File: src/rtl/text_pkg.sv
// Shared constants and types for the text-mode pixel renderer.
//   Geometry:  H_ACTIVE x V_ACTIVE visible area, CHAR_W x CHAR_H glyph cell,
//              COLS x ROWS text grid (lines 592..599 sit below the grid).
//   PIPE_LAT:  fixed counter-to-pixel latency of the renderer.
//   PALETTE:   16-entry VGA colour set, 12-bit {R4,G4,B4}.
package text_pkg;

   localparam int H_ACTIVE = 800;
   localparam int V_ACTIVE = 600;
   localparam int CHAR_W   = 8;
   localparam int CHAR_H   = 16;
   localparam int COLS     = 100;
   localparam int ROWS     = 37;
   localparam int PIPE_LAT = 5;
   localparam int TEXT_AW  = 12;
   localparam int FONT_AW  = 12;

   // Text RAM word layout: [15:12] bg, [11:8] fg, [7:0] character code.
   typedef struct packed {
      logic [3:0] bg;
      logic [3:0] fg;
      logic [7:0] chr;
   } text_attr_t;

   // Per-slot sideband that rides alongside the RAM/ROM reads.
   typedef struct packed {
      logic       active;
      logic       in_text;
      logic [2:0] dot;
      logic [3:0] gline;
      logic       cur_hit;
   } side_t;

   localparam logic [11:0] PALETTE [16] = '{
      12'h000, 12'h00A, 12'h0A0, 12'h0AA,
      12'hA00, 12'hA0A, 12'hA50, 12'hAAA,
      12'h555, 12'h55F, 12'h5F5, 12'h5FF,
      12'hF55, 12'hF5F, 12'hFF5, 12'hFFF
   };

endpackage

File: src/rtl/text_blink_timer.sv
// Cursor blink timer, only instantiated when CURSOR_BLINK_EN is defined.
// Detects the last visible dot of a frame, counts BLINK_FR frames and
// toggles blink_phase each time the count wraps.
// Ports:
//   clk, rst            clock, synchronous active-high reset
//   active              counter-advance qualifier
//   dot_counter         current x position
//   scanline_counter    current y position
//   blink_phase         cursor visible when 1; starts at 0 after reset
module text_blink_timer
   import text_pkg::*;
#(
   parameter int BLINK_FR = 30
) (
   input  logic       clk,
   input  logic       rst,
   input  logic       active,
   input  logic [9:0] dot_counter,
   input  logic [9:0] scanline_counter,
   output logic       blink_phase
);

   localparam int CW = $clog2(BLINK_FR > 1 ? BLINK_FR : 2);
   localparam logic [CW-1:0] LOAD = CW'(BLINK_FR - 1);

   logic          frame_end;
   logic [CW-1:0] frame_cnt;

   assign frame_end = active
                    && (dot_counter == 10'(H_ACTIVE - 1))
                    && (scanline_counter == 10'(V_ACTIVE - 1));

   // Down-counter: reaching zero on a frame end marks BLINK_FR elapsed frames.
   always_ff @(posedge clk) begin
      if (rst) begin
         frame_cnt   <= LOAD;
         blink_phase <= 1'b0;
      end else if (frame_end) begin
         if (frame_cnt == '0) begin
            frame_cnt   <= LOAD;
            blink_phase <= ~blink_phase;
         end else begin
            frame_cnt <= frame_cnt - 1'b1;
         end
      end
   end

endmodule

File: src/rtl/text_pixel_renderer.sv
// Text-mode pixel renderer: turns each dot/scanline position into a 12-bit
// RGB pixel with a fixed 5-cycle latency and no stalls.
//   t+1 text_addr/text_rd_en, t+2 text_data, t+3 font_addr/font_rd_en,
//   t+4 font_data, t+5 pixel_rgb/pixel_valid.
// Optional feature macro: CURSOR_BLINK_EN (blinking underline cursor on
// glyph lines 14..15 of the cursor cell). Without it the cursor ports are
// accepted but ignored.
// Ports:
//   clk, rst                       clock, synchronous active-high reset
//   active                         counter-advance qualifier
//   dot_counter, scanline_counter  current x / y position
//   cursor_col, cursor_row         cursor cell
//   text_rd_en, text_addr          text RAM read (row*COLS+col)
//   text_data                      {bg, fg, char}, valid 1 cycle after read
//   font_rd_en, font_addr          font ROM read ({char, glyph_line})
//   font_data                      glyph row, bit 7 = leftmost dot
//   pixel_rgb, pixel_valid         output pixel stream
module text_pixel_renderer
   import text_pkg::*;
#(
   parameter int BLINK_FR = 30
) (
   input  logic               clk,
   input  logic               rst,
   input  logic               active,
   input  logic [9:0]         dot_counter,
   input  logic [9:0]         scanline_counter,
   input  logic [6:0]         cursor_col,
   input  logic [5:0]         cursor_row,
   output logic               text_rd_en,
   output logic [TEXT_AW-1:0] text_addr,
   input  logic [15:0]        text_data,
   output logic               font_rd_en,
   output logic [FONT_AW-1:0] font_addr,
   input  logic [7:0]         font_data,
   output logic [11:0]        pixel_rgb,
   output logic               pixel_valid
);

   logic [6:0]  col;
   logic [5:0]  row;
   logic        in_text_c;
   logic        cur_hit_c;
   text_attr_t  attr;
   side_t       s1, s2, s3, s4;
   logic [3:0]  fg3, bg3, fg4, bg4;
   logic [11:0] pix_c;

   assign col       = dot_counter[9:3];
   assign row       = scanline_counter[9:4];
   assign in_text_c = scanline_counter < 10'(ROWS * CHAR_H);
   assign attr      = text_data;

`ifdef CURSOR_BLINK_EN
   logic blink_phase;

   text_blink_timer #(.BLINK_FR(BLINK_FR)) u_blink (
      .clk              (clk),
      .rst              (rst),
      .active           (active),
      .dot_counter      (dot_counter),
      .scanline_counter (scanline_counter),
      .blink_phase      (blink_phase)
   );

   assign cur_hit_c = blink_phase
                    && (col == cursor_col)
                    && (row == cursor_row)
                    && (scanline_counter[3:0] >= 4'd14);
`else
   logic unused_cursor;
   assign unused_cursor = ^{cursor_col, cursor_row, BLINK_FR[0]};
   assign cur_hit_c     = 1'b0;
`endif

   always_ff @(posedge clk) begin
      if (rst) begin
         s1          <= '0;
         s2          <= '0;
         s3          <= '0;
         s4          <= '0;
         fg3         <= '0;
         bg3         <= '0;
         fg4         <= '0;
         bg4         <= '0;
         text_rd_en  <= 1'b0;
         text_addr   <= '0;
         font_rd_en  <= 1'b0;
         font_addr   <= '0;
         pixel_rgb   <= '0;
         pixel_valid <= 1'b0;
      end else begin
         s1 <= '{active: active, in_text: in_text_c, dot: dot_counter[2:0],
                 gline: scanline_counter[3:0], cur_hit: cur_hit_c};
         text_rd_en <= active & in_text_c;
         text_addr  <= 12'(row) * 12'(COLS) + 12'(col);

         s2 <= s1;

         // text_data belongs to the slot now in s2.
         s3         <= s2;
         fg3        <= attr.fg;
         bg3        <= attr.bg;
         font_rd_en <= s2.active & s2.in_text;
         font_addr  <= {attr.chr, s2.gline};

         s4  <= s3;
         fg4 <= fg3;
         bg4 <= bg3;

         // font_data belongs to the slot now in s4.
         pixel_rgb   <= pix_c;
         pixel_valid <= s4.active;
      end
   end

   // ~dot picks bit 7-dot, so dot 0 maps to the leftmost glyph bit.
   always_comb begin
      pix_c = '0;
      if (s4.active && s4.in_text) begin
         if (s4.cur_hit || font_data[~s4.dot])
            pix_c = PALETTE[fg4];
         else
            pix_c = PALETTE[bg4];
      end
   end

endmodule

File: config.mk
export PLATFORM = sky130hd
export DESIGN_NAME = text_pixel_renderer
export DESIGN_NICKNAME = d
export VERILOG_FILES = /design/src/rtl/text_pkg.sv /design/src/rtl/text_blink_timer.sv /design/src/rtl/text_pixel_renderer.sv
export SDC_FILE = /design/constraint.sdc
export NUM_CORES = 1
export LEC_CHECK = 0
export BUFFER_PORTS_ARGS = -buffer_cell sky130_fd_sc_hd__buf_2
export CELL_PAD_IN_SITES_DETAIL_PLACEMENT = 0
export CELL_PAD_IN_SITES_GLOBAL_PLACEMENT = 1
export CORE_MARGIN = 2
export CORE_UTILIZATION = 30
export CTS_CLUSTER_DIAMETER = 120
export DETAILED_ROUTE_END_ITERATION = 8
export GPL_TIMING_DRIVEN = 0
export PLACE_DENSITY = 0.64
export SLEW_MARGIN = 20
export SYNTH_ARGS = -nofsm -noshare
export SYNTH_HDL_FRONTEND = slang
export SYNTH_HIERARCHICAL = 1
export SYNTH_SLANG_ARGS = --single-unit
File: constraint.sdc
create_clock -name clk -period 4.3 [get_ports clk]
set_input_delay 0.215 -clock clk [delete_from_list [all_inputs] [get_ports clk]]
set_output_delay 0.215 -clock clk [all_outputs]
set_load 0.05 [all_outputs]
==> results.toml, run 1 <==
[pwr]
powerDensity_mw_per_mm2 = 429.7
clkPwrFrac_pct = 30.4
pwr-share-comb_pct = 21.6
p_sw_uw = 486.8
p_int_mw = 1.095
p_total_mw = 1.582
netSwitchingFraction_pct = 30.77
leakage_nw = 1.731
peakVddDrop_mv = 0.1755
seqPwrFrac_pct = 48.0

[critical_path]
required_ps = 4560
max_stage_delay_ps = 440
ff2ff_setup_slack_ps = 2690
path_max_fanout = 4
crit_path_top_delay_cell = "fa_1"
arrival_ps = 2830
worst-setup-path-type = "input pin to register"
crit_path_start_kind = "input pin"
r2r-end = "pixel_rgb[7]"
path_buf_inv = 2
crit_chain = "buf_2, ha_1, ha_1, ha_1, inv_1, fa_1, nand2b_1, a21oi_1, xor2_1, nand3_1, or3_1, a21oi_1"
reg2reg_depth = 5
critPathCaptureType = "register"
r2r_start = "s4[5]"
critPathTopFamily = "adder cells"
cpMostUsedCell = "ha_1"

[timing]
finalHoldWorstSlack_ps = 87.79
fin_skew_ps = 6.048
fin_crit_ps = 2571
worstMarginPinSlew_ps = 525.9
max_freq_mhz = 389.0
setup_tns_ps = 0
slew_viol_final = 0
maxSlewHeadroom_pct = 64.94
timing.final.crit_share_pct = 59.78
final-setup-viol-count = 0
grt_setup_unrepaired = "no"
hold_violations = 0

[global_route]
antenna_found_initial = 0
grt_first_pass_wirelength_mm = 8.211
grt_start_max_net_pins = 14
grt_pass1_vias = 1873
grt-ovfl-total = 0
grt_util_all_layers_pct = 10.37

[cts]
insertion_delay_ps = 330
root_buffer = "clkbuf_8"
numCtsBuffers = 9
postCtsHoldBufs = 0
ctsHtreeMaxLevel = 3
clkTransAtPathRegs_ps = 80
post_cts_buffers = 0
clk_path_buf_depth = 2
cts_tree = "done"
clkSinkCount = 76
postCtsResizedCells = 0

[synth]
yosysMostFrequentCell = "dfxtp_1"
syn_area_per_cell_um2 = 10.89
netlist_area_mm2 = 0.002918
synth-edff-count = 0
ys_types = 32
ys_top_cells_by_count = "dfxtp_1, nor2b_1, ha_1"
ys_seq_area_share_pct = 52.14
syn_inst = 268
syn_nets = 358
synthFlopType = "dfxtp_1"
synth_area_leader_cell = "dfxtp_1"
yosysWarningCount = 6
synth_top_area_share_pct = 52.14
ys_ff_latch = 76
ys_async_sr_fraction_pct = 0
synth_area_leaders = "dfxtp_1, nor2b_1, ha_1, inv_1, nor2_1"

[final_layout]
layout-drive-gt1-share_pct = 30.89
diodes = 0
final_nets = 454
fillers = 976
syn2layout_area_growth_pct = 26.16
postLayoutCoreUtil_pct = 39.46

[min_path]
hold_path_class = "input pin to register"
worstHoldEndpoint = "s1[7]"
holdCritStartpoint = "dot_counter[2]"
hold_depth = 2

[place]
portBuffers = 85
gp_congestion = 0.7059
post-dp-hpwl_mm = 4.072

[route]
drt-total-wl_mm = 5.152
drt_first_pass_iters = 4
vias_per_cell = 3.952
drc_errors = 0
via_count = 1968
drt_iter0_drc = 8
routedWlPerCell_um = 10.35
ant_nets = 0

[floorplan]
top_level_ports = 99
fp.dieH_um = 102.6
core_mm2 = 0.009328
start_util_pct = 31.28
row_count = 35
dieArea_mm2 = 0.01053
die_x_um = 102.6

[flow_run]
maxCapViolations = 0

[outcome]
status = "completed"
[stage by stage]
step / setup slack (ps) / std cells / cell area [µm²]
floorplan: 1679 / 268 / 2918
CTS: 1714 / 498 / 3681
detailed placement: 1378 / 482 / 3505
global route: 1583 / 498 / 3681
finish: 1729 / 498 / 3681
global placement: 1381 / 482 / 3505
[final cells by class]
class	instances	area [µm²]	area share, %
sequential	76	1521	41.33
multi-input combinational	161	1254	34.06
timing repair buffer	85	425.4	11.56
tap	129	161.4	4.385
clock buffer	10	137.6	3.739
buffer	14	78.83	2.141
inverter	17	63.81	1.734
clock inverter	6	38.79	1.054
[sequential cells by signal (all words and copies together) (netlist names)]
register     cells
fg3              4
s2               9
s1               9
bg4              4
font_addr       12
s4               5
text_addr       12
fg4              4
font_rd_en       1
bg3              4
pixel_rgb        5
s3               5
pixel_valid      1
text_rd_en       1
[logic make-up (layout without fill, tap and decap cells)]
logic type	after synthesis	after routing	synth area share, %
AO/OA/AOI/OAI	25	25	5.574
XOR/XNOR	10	10	3.259
adder cells (fa/ha/maj)	30	30	13.38
buffers and inverters	31	132	4.889
flip-flops	76	76	52.14
multiplexers	5	5	3.002
AND/OR/NAND/NOR	91	91	17.75
[metal layers]
layer	track usage, %	up-vias	routed length [µm]
met2	17.09	66	2272
met5	0	-	0
li1	-	1053	-
met3	4.407	8	401
met1	12.09	841	2401
met4	3.692	0	76
[placed cells by master (no fill, tap or decap), types with 2 or more instances in the layout]
cell type / count
nand3_1: 2
nor2b_1: 63
dfxtp_1: 76
clkinvlp_4: 2
clkbuf_1: 7
o21ai_1: 2
clkinv_2: 3
inv_1: 17
nor3_1: 3
and2_1: 2
buf_4: 7
nor2_1: 16
o21bai_1: 2
a31oi_1: 2
mux4_2: 2
buf_2: 85
nand2_1: 2
xnor2_1: 5
mux2i_1: 2
fa_1: 2
clkbuf_8: 10
ha_1: 28
xor2_1: 4
a21oi_1: 5
a211oi_1: 4
o21ai_0: 5
[worst max-delay path by stage]
| stage | startpoint | end | slack [ps] | cells past startpoint |
|---|---|---|---|---|
| floorplan | scanline_counter[5] | text_addr[11] | 1680 | 11 |
| global placement | scanline_counter[5] | text_addr[11] | 1380 | 12 |
| detailed placement | scanline_counter[5] | text_addr[11] | 1380 | 12 |
| CTS | scanline_counter[5] | text_addr[11] | 1710 | 12 |
| global route | scanline_counter[5] | text_addr[11] | 1580 | 12 |
| finish | scanline_counter[5] | text_addr[11] | 1730 | 12 |
[power groups by stage]
stage | registers, mW | logic [mW] | clock network (mW)
after floorplan | 0.872 | 0.162 | 0
after global placement | 0.775 | 0.348 | 0
after detailed placement | 0.776 | 0.348 | 0
after CTS | 0.759 | 0.350 | 0.500
after global routing | 0.764 | 0.382 | 0.526
final | 0.759 | 0.342 | 0.481
(Power assumes the default switching activity.)
==> run 2: changes to the inputs <==
==> constraint.sdc (replaced) <==
create_clock -name clk -period 2.7 [get_ports clk]
set_input_delay 0.135 -clock clk [delete_from_list [all_inputs] [get_ports clk]]
set_output_delay 0.135 -clock clk [all_outputs]
set_load 0.05 [all_outputs]
==> run 2 against run 1 <==
  * Register-to-register slack worse by 1600 ps
  * Worst setup slack got worse by 1500 ps
  * Via count grew 2.4%
  * Highest routed layer unchanged
  * Count of clock-buffer cells in the layout unchanged
  * Sequential share of layout area fell by 1.5 points
  * Sequential power increased by 59%
  * Non-clock buffer count increased by 14
  * Clock skew is 0.64 ps lower
  * Largest power group unchanged
  * Cell area rose by 3.8%
  * Worst hold slack lost 71 ps
  * Sequential cell count unchanged
==> results.toml, run 2 (synthesis results as in run 1) <==
[route]
drt-total-wl_mm = 5.260
ant_nets = 0
vias_per_cell = 3.936
via_count = 2015
drt_iter0_drc = 11
drc_errors = 0
routedWlPerCell_um = 10.27
drt_first_pass_iters = 4

[pwr]
pwr-share-comb_pct = 22.1
p_sw_uw = 778.5
p_int_mw = 1.757
seqPwrFrac_pct = 47.7
netSwitchingFraction_pct = 30.70
clkPwrFrac_pct = 30.2
peakVddDrop_mv = 0.2802
leakage_nw = 1.789
powerDensity_mw_per_mm2 = 663.6

[global_route]
grt_start_max_net_pins = 14
grt_pass1_vias = 1902
grt_first_pass_wirelength_mm = 8.314
antenna_found_initial = 0
grt-ovfl-total = 0
grt_util_all_layers_pct = 10.47

[critical_path]
cpMostUsedCell = "ha_1"
arrival_ps = 2750
path_max_fanout = 4
max_stage_delay_ps = 440
path_buf_inv = 2
crit_start = "scanline_counter[5]"
crit_path_top_delay_cell = "fa_1"
critPathCaptureType = "register"
critPathTopFamily = "adder cells"
r2r_start = "s4[5]"
crit_chain = "buf_2, ha_1, ha_1, ha_1, inv_1, fa_1, nand2b_1, a21oi_1, xor2_1, nand3_1, or3_1, a21oi_1"
crit_path_start_kind = "input pin"
required_ps = 2960
worst-setup-path-type = "input pin to register"

[floorplan]
top_level_ports = 99
die_x_um = 102.6
fp.dieH_um = 102.6
core_mm2 = 0.009328
start_util_pct = 31.28
dieArea_mm2 = 0.01053
row_count = 35

[cts]
root_buffer = "clkbuf_8"
numCtsBuffers = 9
insertion_delay_ps = 330
cts_tree = "done"
clkTransAtPathRegs_ps = 70
clk_path_buf_depth = 2
postCtsResizedCells = 0
ctsHtreeMaxLevel = 3
clkSinkCount = 76
post_cts_buffers = 0

[final_layout]
fillers = 958
final_nets = 468
reg_top3 = "font_addr (12), text_addr (12)"
stdcell_area_mm2 = 0.003821
mostFrequentLayoutCells = "buf_2, dfxtp_1, nor2b_1"
layout-drive-gt1-share_pct = 29.77
postLayoutCoreUtil_pct = 40.97
syn2layout_area_growth_pct = 30.96
diodes = 0
final_common_cell = "buf_2"

[place]
placed_area_mm2 = 0.003505
place_ws_ps = -142.1
portBuffers = 85
gp_congestion = 0.7059
post-dp-hpwl_mm = 4.072

[timing]
worstMarginPinSlew_ps = 526.5
fin_skew_ps = 5.403
max_freq_mhz = 401.6
grt_setup_unrepaired = "no"
hold_violations = 0
final-setup-viol-count = 0
slew_viol_final = 0
setup_slack_ps = 210.3
fin_crit_ps = 2490
setup_tns_ps = 0
maxSlewHeadroom_pct = 64.90
timing.final.crit_share_pct = 92.21
finalHoldWorstSlack_ps = 16.33

[min_path]
hold_path_class = "input pin to register"
holdCritStartpoint = "text_data[15]"

[flow_run]
maxCapViolations = 0

[outcome]
status = "completed"
## run 2: worst paths after layout
| kind | endpoint | slack [ps] | cells past startpoint |
|---|---|---|---|
| worst max-delay path | text_addr[11] | 210 | 12 |
| worst min-delay path | bg3[3] | 20 | 2 |
| worst max register to register | pixel_rgb[7] | 1090 | 5 |
| worst min register to register | s2[8] | 440 | 1 |
## run 2: layer usage
metal	vias to the layer above	wire, µm	track usage, %
met5	-	0	0
met4	0	76	3.692
met3	8	412	4.475
met2	66	2344	17.45
met1	860	2426	12.05
li1	1081	-	-
## run 2: metrics by stage
step,total power [mW],std cells
after global placement,1.788,482
after floorplan,1.648,268
final,2.536,512
after detailed placement,1.790,482
after CTS,2.578,511
after global routing,2.680,512
## run 2: layout make-up
type	count	area (µm²)	share of cell area [%]
inverters	17	63.81	1.670
clock buffers	10	137.6	3.602
multi-input cells	161	1254	32.81
well taps	129	161.4	4.224
plain buffers	14	78.83	2.063
repair buffers	99	565.5	14.80
flip-flops and latches	76	1521	39.82
clock inverters	6	38.79	1.015
## run 2: repair_timing
action,CTS,global route
setup endpoints to repair,0,0
hold endpoints to repair,13,1
hold buffers,13,1
## run 2: worst reg2reg max path, delay by kind of cell, from the launching register on
kind | cells | cell delay [ps]
compound gates | 1 | 150
flops | 1 | 380
mux | 2 | 830
simple gates | 2 | 140
## run 2: power groups by stage
stage | Combinational, mW | Sequential, mW | Clock (mW)
floorplan | 0.258 | 1.39 | 0
global placement | 0.554 | 1.23 | 0
detailed placement | 0.555 | 1.24 | 0
CTS | 0.572 | 1.21 | 0.797
global route | 0.626 | 1.22 | 0.838
finish | 0.561 | 1.21 | 0.766
==> run 3: changes to the inputs <==
--- a/config.mk
+++ b/config.mk
@@ -9,11 +9,12 @@
 export CELL_PAD_IN_SITES_DETAIL_PLACEMENT = 0
 export CELL_PAD_IN_SITES_GLOBAL_PLACEMENT = 1
 export CORE_MARGIN = 2
-export CORE_UTILIZATION = 30
+export CORE_UTILIZATION = 39
+export CTS_BUF_LIST = sky130_fd_sc_hd__clkbuf_8
 export CTS_CLUSTER_DIAMETER = 120
 export DETAILED_ROUTE_END_ITERATION = 8
 export GPL_TIMING_DRIVEN = 0
-export PLACE_DENSITY = 0.64
+export PLACE_DENSITY = 0.8
 export SLEW_MARGIN = 20
 export SYNTH_ARGS = -nofsm -noshare
 export SYNTH_HDL_FRONTEND = slang
==> run 3 against run 2 <==
  * First-iteration DRC count is 140% higher
  * Core utilization is 12 points higher
  * Clock power is 10% higher
  * Register-to-register slack worse by 20 ps
  * Count of clock-buffer cells in the layout stayed put
  * Highest routed layer unchanged
  * Worst setup slack better by 30 ps
  * Critical endpoint unchanged
  * Global-route usage is 3.0 points higher
  * Cell count is 5.9% lower
  * Largest power group unchanged
==> results.toml, run 3 (synthesis results as in run 1) <==
[outcome]
status = "completed"

[floorplan]
start_util_pct = 40.23
die_x_um = 90.50
fp.dieH_um = 90.50
core_mm2 = 0.007253
top_level_ports = 99
dieArea_mm2 = 0.008189
row_count = 31

[cts]
postCtsResizedCells = 0
ctsHtreeMaxLevel = 3
numCtsBuffers = 9
root_buffer = "clkbuf_8"
insertion_delay_ps = 330
clkTransAtPathRegs_ps = 80
clk_path_buf_depth = 2
cts_tree = "done"
clkSinkCount = 76

[final_layout]
diodes = 0
reg_top3 = "font_addr (12), text_addr (12)"
mostFrequentLayoutCells = "buf_2, dfxtp_1, nor2b_1"
fin_cells = 482
syn2layout_area_growth_pct = 30.45
layout-drive-gt1-share_pct = 29.77
final_common_cell = "buf_2"
postLayoutCoreUtil_pct = 52.48
final_nets = 468

[pwr]
leakage_nw = 1.806
peakVddDrop_mv = 0.3089
p_total_mw = 2.621
powerDensity_mw_per_mm2 = 688.7

[critical_path]
crit_path_start_kind = "input pin"
path_max_fanout = 4
crit_chain = "buf_2, ha_1, ha_1, ha_1, inv_1, fa_1, nand2b_1, a21oi_1, xor2_1, nand3_1, or3_1, a21oi_1"
cp-endpoint = "text_addr[11]"
critPathCaptureType = "register"
r2r_start = "s4[5]"
arrival_ps = 2720
cpMostUsedCell = "ha_1"
crit_path_top_delay_cell = "fa_1"
worst-setup-path-type = "input pin to register"
r2r-end = "pixel_rgb[7]"
path_buf_inv = 2
reg2reg_depth = 5
required_ps = 2970
max_stage_delay_ps = 460
cp.depth = 12
ff2ff_setup_slack_ps = 1070
critPathTopFamily = "adder cells"
crit_start = "scanline_counter[5]"

[global_route]
grt_first_pass_wirelength_mm = 8.721
grt-ovfl-total = 0
grt_pass1_vias = 1969
grt_start_max_net_pins = 14
grt_util_all_layers_pct = 13.45
antenna_found_initial = 0

[flow_run]
maxCapViolations = 0

[timing]
finalHoldWorstSlack_ps = 9.665
timing.final.crit_share_pct = 91.08
worstMarginPinSlew_ps = 477.3
slew_viol_final = 0
maxSlewHeadroom_pct = 68.18
final-setup-viol-count = 0
hold_violations = 0
grt_setup_unrepaired = "no"
max_freq_mhz = 406.6
setup_slack_ps = 240.7
fin_crit_ps = 2459
fin_skew_ps = 5.991

[route]
ant_nets = 0
via_count = 2067
drt_first_pass_iters = 4
routedWlPerCell_um = 10.51
drt_iter0_drc = 26
vias_per_cell = 4.288
drt-total-wl_mm = 5.064
drc_errors = 0

[place]
gp_congestion = 0.7583
place_ws_ps = -153.9
portBuffers = 85
post-dp-hpwl_mm = 3.959
placedCellCount = 452

[min_path]
hold_path_class = "input pin to register"
-- run 3: cell types whose count changed in the layout (fill, tap and decap cells not counted) --
cell	change
bufinv_16	+1
clkinv_2	-2
inv_1	+1
buf_4	+1
clkinv_4	+1
clkinvlp_4	-1
dlygate4sd3_1	-1
-- run 3: per-layer routing --
| layer | wire, µm | global-route usage, % | part of all wire, % | vias to the layer above |
|---|---|---|---|---|
| li1 | - | - | - | 1077 |
| met1 | 2140 | 15.22 | 42 | 916 |
| met2 | 2508 | 23.07 | 50 | 66 |
| met3 | 334 | 4.925 | 6.6 | 8 |
| met4 | 81 | 5.128 | 1.6 | 0 |
| met5 | 0 | 0 | 0 | - |
-- run 3: worst register-to-register path, cell delays in order, from the launching register on --
cell and delay, ps:
dfxtp_1 370, mux4_2 540, mux2i_4 310, nor2_1 90, a31oi_1 160, nor2_1 50
-- run 3: worst min path at each step --
| stage | to | cells past startpoint | slack (ps) | from |
|---|---|---|---|---|
| after floorplan | s3[9] | 1 | 210 | rst |
| after global placement | font_addr[5] | 2 | 340 | text_data[1] |
| after detailed placement | s1[1] | 2 | 350 | scanline_counter[0] |
| after CTS | s1[7] | 2 | 1 | dot_counter[2] |
| after global routing | s1[7] | 2 | 0.3 | dot_counter[2] |
| final | s1[7] | 2 | 10 | dot_counter[2] |
-- run 3: report_power, final --
part / internal [mW] / leakage, nW / switching (mW)
Sequential: 1.19 / 0.627 / 0.0174
Clock: 0.452 / 0.104 / 0.391
Combinational: 0.216 / 1.08 / 0.353
-- run 3: area by class of cell --
class	count	area (µm²)
fillers	675	3447
flip-flops and latches	76	1521
multi-input cells	161	1254
repair buffers	99	563.0
clock buffers	10	137.6
well taps	99	123.9
plain buffers	14	78.83
clock inverters	6	63.81
inverters	17	63.81
-- run 3: stage by stage --
step	setup TNS (ps)	area [µm²]
after global routing	0	3806
final	0	3806
after global placement	-124.1	3467
after CTS	0	3789
after detailed placement	-153.9	3467
after floorplan	0	2918
-- run 3: repair_timing --
action                                  CTS  global route
hold buffers                             12             1
buffers inserted                          0             1
hold endpoints to repair                 12             1
endpoints found under the setup margin    0             1
